[src/rtl/matrix_pkg.sv]
// rtl/matrix_pkg.sv - shared types and sizing helpers for the matrix loader
package matrix_pkg;

  typedef enum logic [1:0] {IDLE, LOAD_A, LOAD_B, FILLED} loader_state_t;

  localparam int DEFAULT_DIM   = 8;
  localparam int DEFAULT_DEPTH = DEFAULT_DIM * DEFAULT_DIM;
  localparam int DEFAULT_WIDTH = 32;

  function automatic int elem_count(input int rows, input int cols);
    return rows * cols;
  endfunction

  // Keeps single-entry dimensions at a legal 1-bit width.
  function automatic int addr_width(input int depth);
    return (depth > 1) ? $clog2(depth) : 1;
  endfunction

endpackage

[src/rtl/matrix_addr_counter.sv]
// rtl/matrix_addr_counter.sv - row-major position tracker for one matrix memory
module matrix_addr_counter
  import matrix_pkg::*;
#(
  parameter int  ROWS    = DEFAULT_DIM,
  parameter int  COLUMNS = DEFAULT_DIM,
  parameter int  DEPTH   = DEFAULT_DEPTH,
  localparam int AW      = addr_width(DEPTH),
  localparam int RW      = addr_width(ROWS),
  localparam int CW      = addr_width(COLUMNS)
) (
  input  logic          clk,
  input  logic          rst_n,
  input  logic          clear,
  input  logic          inc,
  output logic [AW-1:0] address,
  output logic [RW-1:0] row,
  output logic [CW-1:0] col,
  output logic          last_col,
  output logic          last_elem
);

  localparam int ELEMS = elem_count(ROWS, COLUMNS);

  assign last_col  = (col == CW'(COLUMNS - 1));
  assign last_elem = (address == AW'(ELEMS - 1));

  // Wrapping on the final element keeps the address inside the matrix footprint.
  always_ff @(posedge clk) begin
    if (!rst_n || clear) begin
      address <= '0;
      row     <= '0;
      col     <= '0;
    end else if (inc) begin
      if (last_elem) begin
        address <= '0;
        row     <= '0;
        col     <= '0;
      end else begin
        address <= address + 1'b1;
        if (last_col) begin
          col <= '0;
          row <= row + 1'b1;
        end else begin
          col <= col + 1'b1;
        end
      end
    end
  end

endmodule

[src/rtl/matrix_loader.sv]
// rtl/matrix_loader.sv - streams A then B elements into their memories, flags completion
module matrix_loader
  import matrix_pkg::*;
#(
  parameter int  MATRIX_A_MEM_DEPTH = DEFAULT_DEPTH,
  parameter int  MATRIX_A_ROWS      = DEFAULT_DIM,
  parameter int  MATRIX_A_COLUMNS   = DEFAULT_DIM,
  parameter int  MATRIX_B_MEM_DEPTH = DEFAULT_DEPTH,
  parameter int  MATRIX_B_ROWS      = DEFAULT_DIM,
  parameter int  MATRIX_B_COLUMNS   = DEFAULT_DIM,
  parameter int  MATRIX_MEM_WIDTH   = DEFAULT_WIDTH,
  localparam int AW_A               = addr_width(MATRIX_A_MEM_DEPTH),
  localparam int AW_B               = addr_width(MATRIX_B_MEM_DEPTH)
) (
  input  logic                        clk,
  input  logic                        rst_n,
  input  logic                        start,
  input  logic [MATRIX_MEM_WIDTH-1:0] in_data,
  input  logic                        in_valid,
  input  logic                        in_last,
  output logic                        in_ready,
  output logic                        wr_en_a,
  output logic [AW_A-1:0]             wr_address_a,
  output logic [MATRIX_MEM_WIDTH-1:0] wr_data_a,
  output logic                        wr_en_b,
  output logic [AW_B-1:0]             wr_address_b,
  output logic [MATRIX_MEM_WIDTH-1:0] wr_data_b,
  output logic                        new_row_a,
  output logic                        new_row_b,
  output logic                        memory_filled,
  output logic                        load_error
);

  localparam int RW_A = addr_width(MATRIX_A_ROWS);
  localparam int CW_A = addr_width(MATRIX_A_COLUMNS);
  localparam int RW_B = addr_width(MATRIX_B_ROWS);
  localparam int CW_B = addr_width(MATRIX_B_COLUMNS);

  loader_state_t state, state_next;

  logic            accept, honour_start, inc_a, inc_b, final_b;
  logic [AW_A-1:0] addr_a;
  logic [AW_B-1:0] addr_b;
  logic [RW_A-1:0] row_a;
  logic [CW_A-1:0] col_a;
  logic [RW_B-1:0] row_b;
  logic [CW_B-1:0] col_b;
  logic            last_col_a, last_elem_a, last_col_b, last_elem_b;

  assign in_ready     = (state == LOAD_A) || (state == LOAD_B);
  assign accept       = in_valid && in_ready;
  assign honour_start = start && ((state == IDLE) || (state == FILLED));
  assign inc_a        = accept && (state == LOAD_A);
  assign inc_b        = accept && (state == LOAD_B);
  assign final_b      = (state == LOAD_B) && last_elem_b;

  matrix_addr_counter #(
    .ROWS(MATRIX_A_ROWS), .COLUMNS(MATRIX_A_COLUMNS), .DEPTH(MATRIX_A_MEM_DEPTH)
  ) u_cnt_a (
    .clk(clk), .rst_n(rst_n), .clear(honour_start), .inc(inc_a),
    .address(addr_a), .row(row_a), .col(col_a),
    .last_col(last_col_a), .last_elem(last_elem_a)
  );

  matrix_addr_counter #(
    .ROWS(MATRIX_B_ROWS), .COLUMNS(MATRIX_B_COLUMNS), .DEPTH(MATRIX_B_MEM_DEPTH)
  ) u_cnt_b (
    .clk(clk), .rst_n(rst_n), .clear(honour_start), .inc(inc_b),
    .address(addr_b), .row(row_b), .col(col_b),
    .last_col(last_col_b), .last_elem(last_elem_b)
  );

  always_ff @(posedge clk) begin
    if (!rst_n) state <= IDLE;
    else        state <= state_next;
  end

  always_comb begin
    state_next = state;
    case (state)
      IDLE:    if (start) state_next = LOAD_A;
      LOAD_A:  if (inc_a && last_elem_a) state_next = LOAD_B;
      LOAD_B:  if (inc_b && last_elem_b) state_next = FILLED;
      FILLED:  if (start) state_next = LOAD_A;
      default: state_next = IDLE;
    endcase
  end

  // Write port is registered one cycle behind acceptance.
  always_ff @(posedge clk) begin
    if (!rst_n) begin
      wr_en_a      <= 1'b0;
      wr_address_a <= '0;
      wr_data_a    <= '0;
      new_row_a    <= 1'b0;
      wr_en_b      <= 1'b0;
      wr_address_b <= '0;
      wr_data_b    <= '0;
      new_row_b    <= 1'b0;
    end else begin
      wr_en_a   <= inc_a;
      new_row_a <= inc_a && last_col_a;
      wr_en_b   <= inc_b;
      new_row_b <= inc_b && last_col_b;
      if (inc_a) begin
        wr_address_a <= addr_a;
        wr_data_a    <= in_data;
      end
      if (inc_b) begin
        wr_address_b <= addr_b;
        wr_data_b    <= in_data;
      end
    end
  end

  // FILLED is entered with the final write in flight, so the flag lags one more cycle.
  always_ff @(posedge clk) begin
    if (!rst_n) begin
      memory_filled <= 1'b0;
      load_error    <= 1'b0;
    end else begin
      memory_filled <= (state == FILLED) && !start;
      if (honour_start)
        load_error <= 1'b0;
      else if (accept && (in_last != final_b))
        load_error <= 1'b1;
    end
  end

endmodule

[config.mk]
export PLATFORM = sky130hd
export DESIGN_NAME = matrix_loader
export DESIGN_NICKNAME = d
export VERILOG_FILES = /design/src/rtl/matrix_pkg.sv /design/src/rtl/matrix_addr_counter.sv /design/src/rtl/matrix_loader.sv
export SDC_FILE = /design/constraint.sdc
export NUM_CORES = 1
export LEC_CHECK = 0
export CAP_MARGIN = 20
export CORE_MARGIN = 2
export CORE_UTILIZATION = 51
export DETAILED_ROUTE_END_ITERATION = 10
export PLACE_DENSITY_LB_ADDON = 0.12
export SLEW_MARGIN = 10
export SYNTH_ARGS = -nofsm -noshare
export SYNTH_HDL_FRONTEND = slang
export SYNTH_HIERARCHICAL = 1
export SYNTH_SLANG_ARGS = --single-unit
[constraint.sdc]
create_clock -name clk -period 3.9 [get_ports clk]
set_clock_uncertainty 0.1 [all_clocks]
set_input_delay 0.975 -clock clk [delete_from_list [all_inputs] [get_ports clk]]
set_output_delay 0.975 -clock clk [all_outputs]
set_load 0.05 [all_outputs]
; Word level (Yosys, flattened, before mapping)
; Index checks and enable logic that the tools add are counted.
[word_totals]
n_memories = 0
mem_bits_ro = 0
mem_bits_rw = 0
out_inout_bits = 83
register_bits = 102
wordCells = 61
latch_bits = 0
[op_classes]
magnitude_cmp = 0
n_shift = 0
div_mod_pow = 0
reduce_logical = 20
n_mux = 10
bitwise = 1
mul = 0
n_eq_ne = 11
n_addsub = 4
[ops]
columns = op, n
row1 = adder 6 x 1 -> 6 bit (second input constant), 2
row2 = equality test 6 bit (second input constant), 2
row3 = two-way mux 3 bit, 4
row4 = two-way mux 6 bit, 2
row5 = logical AND 1 bit, 11
row6 = adder 3 x 1 -> 3 bit (second input constant), 2
row7 = equality test 3 bit (second input constant), 2
row8 = two-way mux 2 bit, 3
row9 = != test 2 x 1 -> 1 bit (second input constant), 3
row10 = one-hot mux 2 bit (3 select lines), 1
row11 = equality test 2 bit (second input constant), 2
row12 = OR reduction 2 bit, 2
row13 = logical OR 1 bit, 3
row14 = AND reduction 3 bit, 1
row15 = equality test 2 x 1 -> 1 bit (second input constant), 1
row16 = logical NOT 1 bit, 2
row17 = logical NOT 2 bit, 1
row18 = != test 1 bit, 1
row19 = NOT 1 bit, 1

; Depth between registers and ports, before layout
[depth]
depth_word = 7
ltp_mapped = 9
depth_no_buf = 7

; Cells and area by module
; Netlist, hierarchy kept.
[modules_own_cells]
columns = module, cells_per_inst, instances, seq_area_each_um2, area_per_inst_um2
row1 = matrix_loader, 371, 1, 1681.6, 3059.2
row2 = matrix_addr_counter, 59, 2, 240.2, 546.8

; Worst setup path before layout
; No wires, ideal clock.
[synth_timing]
kind = register to output
startpoint = reg state[0]
endpoint = out in_ready
setup_slack_ns = 1.723
path_stages_with_launch = 4
t_required_ns = 2.825
arrival_ns = 1.102
path_cell_list = dfxtp_1 inv_1 ha_1 inv_1
[synth_between]
elab_chain_len = 2
word_cells_on_any_way = 3
cone_classes = 2 x eq/ne / 1 x reduce/logical
[synth_lines]
columns = item, line
row1 = start: declaration, matrix_loader.sv:39  ; loader_state_t state, state_next;
row2 = start signal: assignment, matrix_loader.sv:75  ; else state <= state_next;
row3 = equality test 2 x 1 -> 1 bit or equality test 2 bit (tied branches), matrix_loader.sv:50  ; assign in_ready = (state == LOAD_A) || (state == LOAD_B);
row4 = logical OR 1 bit (*), matrix_loader.sv:50
row5 = end: declaration, matrix_loader.sv:21  ; output logic in_ready,
; Mark *: on every way between the ends. The rest lies on a longest branch, timed or not.

; Worst setup path in the final report
; Ends and elaborated chain as after synthesis.

==> impl_metrics.py <==
metrics = {
    "routing": {
        "post_drt_wl_per_cell_um": 13.87,
        "drc": 0,
        "ant_nets": 0,
        "dr.pass1.iters": 4,
        "vias": 3469,
        "dr.first_iter.drc_count": 174,
        "wirelength_mm": 9.378,
        "vias_per_cell": 5.132,
    },
    "worst_setup_path": {
        "critPathMaxFanout": 5,
        "cp_slowest_cell": "clkdlybuf4s50_1",
        "criticalPathCategory": "reg -> out",
        "crit_arrival_ns": 2.17,
        "critPathTopFamily": "buffers and inverters",
        "critical-path-max-stage-delay_ns": 0.82,
        "cp-end-kind": "primary output",
        "cp_cell_sequence": "inv_1 > ha_1 > inv_1 > clkdlybuf4s50_1",
        "cp-start-kind": "register",
        "cp_num_buf_inv": 3,
        "cp.required_ns": 2.82,
        "cp_common_cell": "inv_1",
    },
    "timing": {
        "maxSlewViolCount": 0,
        "rsz0062_at_grt": "no",
        "fmax_ghz": 0.3083,
        "max_slew.worst_pin.slew_ns": 0.6205,
        "hold_viol_final": 0,
        "final.setup.tns_ns": 0,
        "slew_headroom_pct": 58.63,
        "layout_min_cycle_time_ns": 3.244,
        "finalSetupViolations": 0,
        "fin_crit_sh_pct": 83.18,
    },
    "clock_network": {
        "cts_setup_buffers": 0,
        "clock-sinks": 102,
        "h-tree-depth": 3,
        "cts-root-buf": "clkbuf_8",
        "hold_buffers": 0,
        "cts_made_buffers": 9,
        "clkSlewWorstSetupHoldPaths_ns": 0.09,
        "clk_latency_ns": 0.35,
        "post_cts_resized": 0,
        "cts_buffer_depth": 2,
        "cts_tree": "built",
    },
    "pwr": {
        "swShare_pct": 34.29,
        "peakVddDrop_mv": 0.2595,
        "powerDensity_nw_per_um2": 506.1,
        "power_leakage_nw": 1.866,
        "p_clk_share_pct": 27.4,
        "p_int_w": 0.001778,
        "p_seq_share_pct": 43.1,
        "p_total_w": 0.002706,
        "combPwrFrac_pct": 29.6,
        "switchingPower_w": 0.0009278,
    },
    "layout": {
        "fill_cells": 556,
        "areaGrowthSynthToFinish_pct": 36.65,
        "drive_above_1_share_pct": 5.373,
        "final-seq-area_um2": 2042,
        "multi_input_area_um2": 1670,
        "n_antenna_cell": 0,
        "nets": 619,
        "utilization_pct": 72.93,
    },
    "placement": {
        "port_buffers": 119,
        "hpwl_mm": 6.455,
        "finalWeightedCongestion": 0.7748,
    },
    "floorplanning": {
        "die-height_um": 91.59,
        "rows": 31,
        "num_io_pins": 120,
        "die_area_um2": 8388,
        "initial_utilization_pct": 53.37,
        "coreArea_um2": 7331,
        "die_w_um": 91.59,
    },
    "global_routing": {
        "grt_pass1_vias": 3258,
        "grt_usage_pct": 22.46,
        "overflow": 0,
        "grt_max_degree": 58,
        "grt_pass1_wl_mm": 15.40,
        "antenna_found_initial": 0,
    },
    "synth": {
        "syn_inst": 463,
        "yosys_warnings": 6,
        "syn_area_um2": 3913,
        "syn_avg_cell_area_um2": 8.450,
        "syn_nets": 510,
    },
    "run_status": {
        "status": "finished clean",
    },
    "hold_path": {
        "hp-class": "reg -> reg",
    },
    "flow_run": {
        "maxCapViolations": 0,
    },
}
[power groups by stage]
stage / Combinational (W) / Clock, W / Sequential [W]
floorplan: 0.000358 / 0 / 0.00139
global placement: 0.000785 / 0 / 0.00119
detailed placement: 0.000800 / 0 / 0.00119
CTS: 0.000803 / 0.000753 / 0.00117
global route: 0.000857 / 0.000798 / 0.00118
finish: 0.000800 / 0.000740 / 0.00117
[flip-flops by register name, summed over array words and instances (netlist names)]
signal,count
wr_address_b,6
new_row_b,1
memory_filled,1
u_cnt_b/col,3
wr_data_b,32
u_cnt_a/address,6
u_cnt_a/col,3
wr_en_b,1
wr_data_a,32
wr_address_a,6
new_row_a,1
wr_en_a,1
load_error,1
u_cnt_b/address,6
state,2
[cell usage in the layout (no fill, tap or decap), types with 4 or more instances in the layout]
cell type / n
ha_1: 10
a21oi_1: 57
nand3_1: 4
mux2i_1: 5
inv_1: 8
buf_4: 6
clkbuf_8: 11
nand4_1: 4
nand3b_1: 4
clkdlybuf4s50_1: 119
xor2_1: 6
dfxtp_1: 102
a21boi_0: 19
nor2_1: 15
nand2_1: 163
[worst paths after layout]
| path | start | to | slack, ns | cells after the start |
|---|---|---|---|---|
| max | state[0]$_SDFFE_PN0P_ | in_ready | 0.66 | 4 |
| min | wr_data_b[18]$_SDFFE_PN0N_ | wr_data_b[18]$_SDFFE_PN0N_ | 0.36 | 2 |
| max reg2reg | state[0]$_SDFFE_PN0P_ | u_cnt_a/address[5]$_SDFFE_PP0P_ | 1.51 | 7 |
| min reg2reg | wr_data_b[18]$_SDFFE_PN0N_ | wr_data_b[18]$_SDFFE_PN0N_ | 0.36 | 2 |
[final cells by class]
class	count	area share (%)
multi-input combinational	323	31.24
clock inverter	5	1.521
sequential	102	38.19
timing repair buffer	125	23.12
inverter	11	0.7723
tap	99	2.317
clock buffer	11	2.832
[layer usage]
layer	up-vias	global-route usage, %	routed length [um]
met5	-	0	0
met3	7	4.481	542
li1	1730	-	-
met4	0	6.439	74
met1	1624	29.44	4255
met2	108	37.50	4507
[per-stage QoR]
step / instances / hold slack, ns / instance area (um2) / setup WS (ns)
after floorplan: 463 / 0.3589 / 3913 / 1.723
after global placement: 660 / 0.3411 / 5114 / 0.9580
after detailed placement: 660 / 0.3459 / 5114 / 0.9017
after CTS: 676 / 0.3593 / 5346 / 0.6452
after global routing: 676 / 0.3824 / 5346 / 0.5908
final: 676 / 0.3559 / 5346 / 0.6561
[worst reg2reg max path: stages (launching register included)]
cell and delay (ns):
dfxtp_1 0.43, inv_1 0.07, ha_1 0.35, nand3b_1 0.22, inv_2 0.41, nand4_2 0.23
or3_1 0.40, a21oi_2 0.13
Note: power is estimated with default switching activity, not from simulation.
